[src/rtl/target_net_weight_sync_if.sv]
// Weight-side bus of the target-network sync block.
// The master side (the sync block) streams reads from the main-net weight RAM
// and issues single-word writes into the target-net weight memory.
//   o_src_ram_enable / o_src_rw_select / o_src_layer : main-net RAM read request
//   i_src_weight / i_src_valid                       : main-net RAM read return
//   o_dst_ram_enable / o_dst_rw_select / o_dst_layer
//   / o_dst_weight                                   : target-net RAM write
interface target_net_weight_sync_if #(
    parameter int unsigned DATA_WIDTH  = 32,
    parameter int unsigned LAYER_WIDTH = 2
);
    logic                   o_src_ram_enable;
    logic                   o_src_rw_select;
    logic [LAYER_WIDTH-1:0] o_src_layer;
    logic [DATA_WIDTH-1:0]  i_src_weight;
    logic                   i_src_valid;
    logic                   o_dst_ram_enable;
    logic                   o_dst_rw_select;
    logic [LAYER_WIDTH-1:0] o_dst_layer;
    logic [DATA_WIDTH-1:0]  o_dst_weight;

    modport master (
        output o_src_ram_enable, o_src_rw_select, o_src_layer,
        input  i_src_weight, i_src_valid,
        output o_dst_ram_enable, o_dst_rw_select, o_dst_layer, o_dst_weight
    );

    modport slave (
        input  o_src_ram_enable, o_src_rw_select, o_src_layer,
        output i_src_weight, i_src_valid,
        input  o_dst_ram_enable, o_dst_rw_select, o_dst_layer, o_dst_weight
    );
endinterface

[src/rtl/target_net_weight_sync.sv]
// DQN target-network update sequencer: copies every weight of the main
// (policy) net into the target net, layer by layer, as a streamed
// read/write transfer. Takes the target weight RAM only while the target
// inference path is idle and holds a lock until the copy completes.
//   clk, rst        : clock, synchronous active-high reset
//   i_start         : request a full copy (sampled in IDLE only)
//   i_target_busy   : target inference path is using the target RAM
//   o_target_lock   : this block owns the target RAM
//   o_busy / o_done : copy in progress / one-cycle completion pulse
//   o_overrun       : sticky, source returned more words than requested
//   bus             : main-net read port and target-net write port
module target_net_weight_sync #(
    parameter int unsigned DATA_WIDTH                    = 32,
    parameter int unsigned LAYER_WIDTH                   = 2,
    parameter int unsigned NUMBER_OF_INPUT_NODE          = 2,
    parameter int unsigned NUMBER_OF_HIDDEN_NODE_LAYER_1 = 32,
    parameter int unsigned NUMBER_OF_HIDDEN_NODE_LAYER_2 = 32,
    parameter int unsigned NUMBER_OF_OUTPUT_NODE         = 3
) (
    input  logic                     clk,
    input  logic                     rst,
    input  logic                     i_start,
    input  logic                     i_target_busy,
    output logic                     o_target_lock,
    output logic                     o_busy,
    output logic                     o_done,
    output logic                     o_overrun,
    target_net_weight_sync_if.master bus
);
    // Words per layer, bias weights included.
    localparam int unsigned N0    = (NUMBER_OF_INPUT_NODE + 1) * NUMBER_OF_HIDDEN_NODE_LAYER_1;
    localparam int unsigned N1    = (NUMBER_OF_HIDDEN_NODE_LAYER_1 + 1) * NUMBER_OF_HIDDEN_NODE_LAYER_2;
    localparam int unsigned N2    = (NUMBER_OF_HIDDEN_NODE_LAYER_2 + 1) * NUMBER_OF_OUTPUT_NODE;
    localparam int unsigned N01   = (N0 > N1) ? N0 : N1;
    localparam int unsigned N_MAX = (N01 > N2) ? N01 : N2;
    localparam int unsigned CNT_W = $clog2(N_MAX + 1);

    localparam logic [LAYER_WIDTH-1:0] LAST_LAYER = LAYER_WIDTH'(2);

    typedef enum logic [2:0] {
        S_IDLE,
        S_WAIT_FREE,
        S_READ,
        S_DRAIN,
        S_GAP,
        S_DONE
    } state_t;

    state_t                 state;
    state_t                 state_nxt;
    logic [LAYER_WIDTH-1:0] layer;
    logic [LAYER_WIDTH-1:0] layer_nxt;
    logic [CNT_W-1:0]       issue_cnt;
    logic [CNT_W-1:0]       rcv_cnt;
    logic [CNT_W-1:0]       n_cur_c;
    logic                   rcv_active_c;
    logic                   accept_c;
    logic                   drop_c;

    // State register.
    always_ff @(posedge clk) begin
        if (rst) begin
            state <= S_IDLE;
        end else begin
            state <= state_nxt;
        end
    end

    // Next state, layer sequencing and receive-path qualification.
    always_comb begin
        state_nxt    = state;
        layer_nxt    = layer;
        n_cur_c      = CNT_W'(N2);
        rcv_active_c = 1'b0;
        accept_c     = 1'b0;
        drop_c       = 1'b0;

        if (layer == LAYER_WIDTH'(0)) begin
            n_cur_c = CNT_W'(N0);
        end else if (layer == LAYER_WIDTH'(1)) begin
            n_cur_c = CNT_W'(N1);
        end

        // Words beyond the layer count are dropped and flagged, never written.
        rcv_active_c = (state == S_READ) || (state == S_DRAIN);
        accept_c     = rcv_active_c && bus.i_src_valid && (rcv_cnt != n_cur_c);
        drop_c       = rcv_active_c && bus.i_src_valid && (rcv_cnt == n_cur_c);

        unique case (state)
            S_IDLE:      if (i_start) state_nxt = S_WAIT_FREE;
            S_WAIT_FREE: if (!i_target_busy) state_nxt = S_READ;
            S_READ:      if (issue_cnt == n_cur_c - CNT_W'(1)) state_nxt = S_DRAIN;
            S_DRAIN:     if (rcv_cnt == n_cur_c) state_nxt = S_GAP;
            S_GAP:       state_nxt = (layer == LAST_LAYER) ? S_DONE : S_READ;
            S_DONE:      state_nxt = S_IDLE;
            default:     state_nxt = S_IDLE;
        endcase

        if ((state_nxt == S_IDLE) || (state == S_WAIT_FREE)) begin
            layer_nxt = '0;
        end else if ((state == S_GAP) && (state_nxt == S_READ)) begin
            layer_nxt = layer + LAYER_WIDTH'(1);
        end
    end

    // Registered outputs, counters and layer; all decoded from the next state.
    always_ff @(posedge clk) begin
        if (rst) begin
            layer                <= '0;
            issue_cnt            <= '0;
            rcv_cnt              <= '0;
            o_target_lock        <= 1'b0;
            o_busy               <= 1'b0;
            o_done               <= 1'b0;
            o_overrun            <= 1'b0;
            bus.o_src_ram_enable <= 1'b0;
            bus.o_src_rw_select  <= 1'b0;
            bus.o_src_layer      <= '0;
            bus.o_dst_ram_enable <= 1'b0;
            bus.o_dst_rw_select  <= 1'b0;
            bus.o_dst_layer      <= '0;
            bus.o_dst_weight     <= '0;
        end else begin
            layer         <= layer_nxt;
            o_busy        <= (state_nxt != S_IDLE);
            o_target_lock <= (state_nxt == S_READ) || (state_nxt == S_DRAIN) ||
                             (state_nxt == S_GAP)  || (state_nxt == S_DONE);
            o_done        <= (state_nxt == S_DONE);

            bus.o_src_ram_enable <= (state_nxt == S_READ);
            bus.o_src_rw_select  <= (state_nxt == S_READ);
            bus.o_src_layer      <= (state_nxt == S_READ) ? layer_nxt : '0;

            bus.o_dst_ram_enable <= accept_c;
            bus.o_dst_rw_select  <= 1'b0;
            bus.o_dst_layer      <= accept_c ? layer : '0;
            bus.o_dst_weight     <= accept_c ? bus.i_src_weight : '0;

            if ((state == S_IDLE) && i_start) begin
                o_overrun <= 1'b0;
            end else if (drop_c) begin
                o_overrun <= 1'b1;
            end

            // The GAP cycle lets the streaming RAMs restart their pointers.
            if ((state_nxt == S_GAP) || (state_nxt == S_IDLE)) begin
                issue_cnt <= '0;
                rcv_cnt   <= '0;
            end else begin
                if (state == S_READ) issue_cnt <= issue_cnt + CNT_W'(1);
                if (accept_c)        rcv_cnt   <= rcv_cnt + CNT_W'(1);
            end
        end
    end
endmodule

[src/flat_wrapper.sv]
// flat-port wrapper written by rule: the top's interface ports become plain ports
module target_net_weight_sync_flat 
#(
    parameter int unsigned DATA_WIDTH                    = 32,
    parameter int unsigned LAYER_WIDTH                   = 2,
    parameter int unsigned NUMBER_OF_INPUT_NODE          = 2,
    parameter int unsigned NUMBER_OF_HIDDEN_NODE_LAYER_1 = 32,
    parameter int unsigned NUMBER_OF_HIDDEN_NODE_LAYER_2 = 32,
    parameter int unsigned NUMBER_OF_OUTPUT_NODE         = 3
)
  (clk, rst, i_start, i_target_busy, o_target_lock, o_busy, o_done, o_overrun, bus_o_src_ram_enable, bus_o_src_rw_select, bus_o_src_layer, bus_i_src_weight, bus_i_src_valid, bus_o_dst_ram_enable, bus_o_dst_rw_select, bus_o_dst_layer, bus_o_dst_weight);
  target_net_weight_sync_if #(.DATA_WIDTH(DATA_WIDTH), .LAYER_WIDTH(LAYER_WIDTH)) bus_i ();
  input  logic clk;
  input  logic rst;
  input  logic i_start;
  input  logic i_target_busy;
  output logic o_target_lock;
  output logic o_busy;
  output logic o_done;
  output logic o_overrun;
  output wire logic [$bits(bus_i.o_src_ram_enable)-1:0] bus_o_src_ram_enable;
  output wire logic [$bits(bus_i.o_src_rw_select)-1:0] bus_o_src_rw_select;
  output wire logic [$bits(bus_i.o_src_layer)-1:0] bus_o_src_layer;
  input wire logic [$bits(bus_i.i_src_weight)-1:0] bus_i_src_weight;
  input wire logic [$bits(bus_i.i_src_valid)-1:0] bus_i_src_valid;
  output wire logic [$bits(bus_i.o_dst_ram_enable)-1:0] bus_o_dst_ram_enable;
  output wire logic [$bits(bus_i.o_dst_rw_select)-1:0] bus_o_dst_rw_select;
  output wire logic [$bits(bus_i.o_dst_layer)-1:0] bus_o_dst_layer;
  output wire logic [$bits(bus_i.o_dst_weight)-1:0] bus_o_dst_weight;
  assign bus_o_src_ram_enable = bus_i.o_src_ram_enable;
  assign bus_o_src_rw_select = bus_i.o_src_rw_select;
  assign bus_o_src_layer = bus_i.o_src_layer;
  assign bus_i.i_src_weight = bus_i_src_weight;
  assign bus_i.i_src_valid = bus_i_src_valid;
  assign bus_o_dst_ram_enable = bus_i.o_dst_ram_enable;
  assign bus_o_dst_rw_select = bus_i.o_dst_rw_select;
  assign bus_o_dst_layer = bus_i.o_dst_layer;
  assign bus_o_dst_weight = bus_i.o_dst_weight;
  target_net_weight_sync #(.DATA_WIDTH(DATA_WIDTH), .LAYER_WIDTH(LAYER_WIDTH), .NUMBER_OF_INPUT_NODE(NUMBER_OF_INPUT_NODE), .NUMBER_OF_HIDDEN_NODE_LAYER_1(NUMBER_OF_HIDDEN_NODE_LAYER_1), .NUMBER_OF_HIDDEN_NODE_LAYER_2(NUMBER_OF_HIDDEN_NODE_LAYER_2), .NUMBER_OF_OUTPUT_NODE(NUMBER_OF_OUTPUT_NODE)) u_core (.clk(clk), .rst(rst), .i_start(i_start), .i_target_busy(i_target_busy), .o_target_lock(o_target_lock), .o_busy(o_busy), .o_done(o_done), .o_overrun(o_overrun), .bus(bus_i));
endmodule
[config.mk]
export PLATFORM = sky130hd
export DESIGN_NAME = target_net_weight_sync_flat
export DESIGN_NICKNAME = d
export VERILOG_FILES = /design/src/rtl/target_net_weight_sync_if.sv /design/src/rtl/target_net_weight_sync.sv /design/src/flat_wrapper.sv
export SDC_FILE = /design/constraint.sdc
export NUM_CORES = 1
export LEC_CHECK = 0
export ABC_AREA = 1
export CELL_PAD_IN_SITES_DETAIL_PLACEMENT = 1
export CELL_PAD_IN_SITES_GLOBAL_PLACEMENT = 1
export CORE_MARGIN = 3
export CORE_UTILIZATION = 35
export DETAILED_ROUTE_END_ITERATION = 7
export GPL_ROUTABILITY_DRIVEN = 0
export PLACE_DENSITY = 0.76
export SLEW_MARGIN = 20
export SYNTH_ARGS = -nofsm -noshare
export SYNTH_HDL_FRONTEND = slang
export SYNTH_SLANG_ARGS = --single-unit
[constraint.sdc]
create_clock -name clk -period 2 [get_ports clk]
set_input_delay 0.3 -clock clk [delete_from_list [all_inputs] [get_ports clk]]
set_output_delay 0.3 -clock clk [all_outputs]
set_load 0.02 [all_outputs]
---- Word level (Yosys, flattened, before mapping) ----
Index checks and enable logic that the tools add are counted.
W data, S select, Z words.
storage, ports and cells
  register bits after elaboration ......... 69
  latch bits .............................. 0
  memory bits (writable) .................. 0
  ROM bits ................................ 0
  input port bits ......................... 37
  output and inout port bits .............. 44
  logic and storage cells ................. 61
  memories kept ........................... 0
cells by class
  add/subtract/negate cells ............... 4
  $mul .................................... 0
  divide/modulo/power cells ............... 0
  order comparisons ....................... 0
  equality and inequality tests ........... 13
  shift operators ......................... 0
  mux-type cells .......................... 10
  bitwise operators ....................... 2
  reductions and logical operators ........ 19
operator list
  cell                     number
  $add A11 B1 Y11 const B  2
  $eq A11 B11 Y1           2
  $mux W11                 2
  $mux W3                  5
  $pmux W3 S5              1
  $eq A3 B2 Y1 const B     4
  $ne A11 B11 Y1           1
  $sub A11 B1 Y11 const B  1
  $eq A3 B3 Y1 const B     3
  $reduce_or A2 Y1         4
  $logic_not A3 Y1         2
  $logic_or A1 B1 Y1       6
  $logic_and A1 B1 Y1      5
  $mux W2                  2
  $eq A3 B1 Y1 const B     1
  $reduce_bool A3 Y1       1
  $add A2 B1 Y2 const B    1
  $eq A2 B1 Y1 const B     1
  $eq A2 B2 Y1 const B     1
  $logic_not A2 Y1         1
  $not A1 Y1               2

---- Longest topological paths before layout ----
  depth after elaboration ................. 11
  mapped depth ............................ 15
  mapped depth without buffers ............ 15

---- Worst setup path before layout ----
No wires, ideal clock.
  kind .................................... register -> register
  start ................................... register u_core.layer[0]
  end ..................................... register u_core.issue_cnt[8]
  arrival ................................. 1.658 ns
  slack ................................... 0.221 ns
  cell stages (with the launch flop) ...... 14
  period minus slack after synthesis ...... 1.779 ns
  path through ............................ dfxtp_1 -> inv_1 -> ha_1 -> nor2_4 -> nand2_2 -> nand2_2 -> nand3_4 -> nand2_4 -> nand2_4 -> nor2_4 -> nand3_2 -> nand2_4 -> buf_12 -> nor2_4
between the ends
  word-level cells in the longest chain between the ends .. 10
  elaborated cells on any way between the ends .. 16
RTL lines
  what                                                     RTL line                       source
  start, declared                                          target_net_weight_sync.sv:51   logic [LAYER_WIDTH-1:0] layer;
  start signal, assigned                                   target_net_weight_sync.sv:124  layer <= layer_nxt;
  $eq A2 B1 Y1                                             target_net_weight_sync.sv:80   end else if (layer == LAYER_WIDTH'(1)) begin
  $mux W11                                                 target_net_weight_sync.sv:80
  $mux W11                                                 target_net_weight_sync.sv:78   if (layer == LAYER_WIDTH'(0)) begin
  $sub A11 B1 Y11                                          target_net_weight_sync.sv:92   S_READ: if (issue_cnt == n_cur_c - CNT_W'(1)) state_nxt = S_DRAIN;
  $eq A11 B11 Y1                                           target_net_weight_sync.sv:92
  $mux W3                                                  target_net_weight_sync.sv:92
  $pmux W3 S5 (*)                                          target_net_weight_sync.sv:89   unique case (state)
  $eq A3 B3 Y1 / $logic_not A3 Y1 (equally long branches)  target_net_weight_sync.sv:146  if ((state_nxt == S_GAP) || (state_nxt == S_IDLE)) begin
  $logic_or A1 B1 Y1 (*)                                   target_net_weight_sync.sv:146
  $reduce_or A2 Y1 (no line) (*)                           n/a
  end signal, assigned                                     target_net_weight_sync.sv:150  if (state == S_READ) issue_cnt <= issue_cnt + CNT_W'(1);
  end, declared                                            target_net_weight_sync.sv:53   logic [CNT_W-1:0] issue_cnt;
Mark *: on every way between the ends. The rest lies on a longest branch, timed or not.
A chain may end at the register's enable or synchronous reset.

---- Worst setup path in the final report ----
  start ................................... register u_core.layer[1]
  end ..................................... register u_core.issue_cnt[9]
Same word-level chain as after synthesis.

==> impl_metrics.yaml <==
power_and_ir_drop:
  swShare_pct: 25.9
  vdd.ir_drop.worst_v: 0.000505
  p_per_area_mw_per_mm2: 645
  power_frac_seq_pct: 51.2
  power_frac_clock_pct: 36.4
  p_leak_nw: 1.73
  power_mw: 2.75
  power_switching_mw: 0.711
  p_comb_share_pct: 12.4
  intPower_mw: 2.04
timing:
  finalHoldViolations: 0
  fin_crit_sh_pct: 93.5
  fmax_mhz: 535
  final-max-slew-violation-count: 0
  setup_viol_count_final: 0
  fin_crit_ns: 1.87
  finClkSkew_ns: 0.0115
  whs_ns: 0.477
layout:
  nNetsFinal: 518
  instances_no_fill: 585
  final_cell_area_mm2: 0.00426
  diodes: 0
  drive_gt1_share_pct: 16.9
  syn_to_final_growth_pct: 37.4
critical_path:
  r2r_setup_slack_ns: 0.13
  cp-startpoint: "u_core.layer[1]"
  crit_type: "reg -> reg"
  reg2reg_to: "u_core.issue_cnt[9]"
  worst_r2r_path_depth: 15
  slowest_stage: "dfxtp_2"
  worstReg2RegStart: "u_core.layer[1]"
  cp_max_fo: 7
  critPathLaunchType: "flip-flop"
  critPathCapture: "u_core.issue_cnt[9]"
  cp.required_ns: 2.23
  cp_cell_sequence: "inv_2 -> ha_2 -> inv_2 -> nand2_1 -> nand2_1 -> nand2_1 -> inv_2 -> nand3_4 -> nand2_4 -> nand2_4 -> nor2_4 -> nand3_2 -> nand2_4 -> clkbuf_16 -> nor2_4"
  critPathMaxStageDelay_ns: 0.34
  arrival_ns: 2.10
  endpoint_kind: "flip-flop"
yosys:
  syn_inst: 386
  synth_edf_count: 0
  synth_top_area_share_pct: 44.6
  ys_warn_count: 0
  syn_area_mm2: 0.00310
  yosysUniqueCellTypes: 28
  yosysSeqAreaShare_pct: 44.6
  synthTopCellsByArea: "dfxtp_1, nor2_4, inv_1"
  syn_nets: 429
  syn_area_per_cell_um2: 8.03
  synth-main-ff-cell: "dfxtp_1"
  synth_top_area_cell: "dfxtp_1"
  synth.ff_latch_count: 69
  async_flop_share_pct: 0
drt:
  ant_nets: 0
  drt_first_pass_iters: 4
  routed-via-count: 2561
  vias_per_cell: 4.38
  drt_iter0_drc: 30
  wl_per_cell_um: 13.1
  drt_wl_total_um: 7660
  drc: 0
grt:
  grt_pass1_vias: 2821
  grt_max_degree: 28
  grt_util_all_layers_pct: 16.2
  grt-ovfl-total: 0
  grt_pass1_wl_um: 12800
  antenna_found_initial: 0
hold_path:
  min_path_type: "in -> reg"
  whs_path_depth: 3
die:
  core-area_mm2: 0.00842
  dieArea_mm2: 0.0100
  die_w_um: 100
  start_util_pct: 36.8
  die_y_um: 100
  io_pins: 81
  row_count: 33
clock_network:
  cts.sinks: 69
  h-tree-depth: 3
  cts_hold_buf: 0
  cts-root-buf: "clkbuf_8"
  clk_pin_slew_ns: 0.08
  numCtsBuffers: 9
  clk_latency_ns: 0.34
  cts_tree: "yes"
  ctsLongestPathBuffers: 2
run:
  drv_cap: 0
place:
  dp_hpwl_um: 5880
  placed_cell_area_mm2: 0.00400
  port_buffers: 79
  dpl.cell_count: 565
outcome:
  status: "completed"
-- per-stage QoR --
| stage | utilization [%] | setup slack, ns | setup TNS (ns) |
|---|---|---|---|
| floorplan | - | 0.221 | 0 |
| detailed placement | 47.5 | 0.00253 | 0 |
| global placement | 47.5 | 0.118 | 0 |
| global route | 50.5 | -0.00709 | -0.0181 |
| CTS | 49.6 | 0.000465 | 0 |
| finish | 50.5 | 0.131 | 0 |
-- critical path: cells and delay by family (launching register included) --
kind / cells / cell delay (ns)
DFF: 1 / 0.34
buffers and inverters: 4 / 0.42
and+or+nand+nor: 10 / 0.82
adders and majority gates: 1 / 0.19
-- cell usage after synthesis, types with 2 or more instances --
library cell	number
ha_1	6
nor2_4	25
dfxtp_1	69
nand4_1	5
inv_2	9
buf_4	3
buf_12	2
nand2_2	5
o21ai_1	6
o21ai_0	6
xor2_1	15
nand2_4	4
inv_1	74
nor2_1	63
buf_2	3
nand2_1	57
nand3_1	13
xnor2_1	4
nor3_1	6
nor2_2	3
-- cell type report --
class / instances / area [um2]
Fill cell: 1009 / 4170
Sequential cell: 69 / 1380
Multi-Input combinational cell: 225 / 1350
Timing Repair Buffer: 86 / 898
Inverter: 84 / 315
Clock buffer: 10 / 138
Tap cell: 105 / 131
Clock inverter: 6 / 38.8
-- metal layers --
layer | GRT usage (%) | vias up | part of all wire (%)
met4 | 4.04 | 0 | 0.81
met2 | 30.0 | 57 | 53
met1 | 16.6 | 1194 | 39
li1 | - | 1303 | -
met5 | 0 | - | 0
met3 | 7.30 | 7 | 7.6
-- layout by cell type, fill, tap and decap left out, drive strengths merged --
master and n:
ha 6, nor2 91, nand4 5, o21ai 12, a21oi 1, clkinvlp 2
nand3b 1, nand2 66, buf 6, nor3 8, inv 83, xor2 15
clkbuf 11, clkinv 5, clkdlybuf4s50 79, xnor2 4, conb 1, dfxtp 69
nand3 15
-- cell families (layout without fill, tap and decap cells) --
| family | Yosys count | after routing | synth area share [%] |
|---|---|---|---|
| xor gates and xnor gates | 19 | 19 | 5.37 |
| adders and majority gates | 6 | 6 | 2.42 |
| DFF | 69 | 69 | 44.6 |
| buffers and inverters | 92 | 186 | 12.7 |
| other | 1 | 1 | 0.121 |
| AOI/OAI and AO/OA | 13 | 13 | 2.10 |
| and+or+nand+nor | 186 | 186 | 32.7 |
-- power by group through the flow --
stage                     clock [mW]  combinational, mW  sequential, mW
final                           1.00              0.341            1.41
after detailed placement           0              0.320            1.44
after CTS                       1.04              0.324            1.41
after global placement             0              0.314            1.44
after floorplan                    0              0.169            1.45
after global routing            1.11              0.368            1.41
-- worst min-delay path by stage --
stage | startpoint | slack, ns | end
finish | bus_i_src_weight[17] | 0.48 | u_core.bus.o_dst_weight[17]
global route | bus_i_src_weight[17] | 0.47 | u_core.bus.o_dst_weight[17]
CTS | bus_i_src_weight[17] | 0.46 | u_core.bus.o_dst_weight[17]
detailed placement | u_core.o_overrun | 0.51 | u_core.o_overrun
global placement | u_core.o_overrun | 0.50 | u_core.o_overrun
floorplan | rst | 0.37 | u_core.o_busy
-- sequential cells by signal, summed over array words and instances (netlist names) --
name / flops
u_core.state: 3
u_core.o_busy: 1
u_core.bus.o_dst_ram_enable: 1
u_core.o_overrun: 1
u_core.layer: 2
u_core.o_target_lock: 1
u_core.bus.o_src_layer: 2
u_core.rcv_cnt: 11
u_core.bus.o_dst_weight: 32
u_core.bus.o_dst_layer: 2
u_core.issue_cnt: 11
u_core.o_done: 1
u_core.bus.o_src_ram_enable: 1
-- what timing repair did --
action / 4_1_cts / 5_1_grt
resized for setup: 0 / 10
setup endpoints to repair: 0 / 52
buffers inserted: 0 / 3
Note: power is estimated with default switching activity, not from simulation.
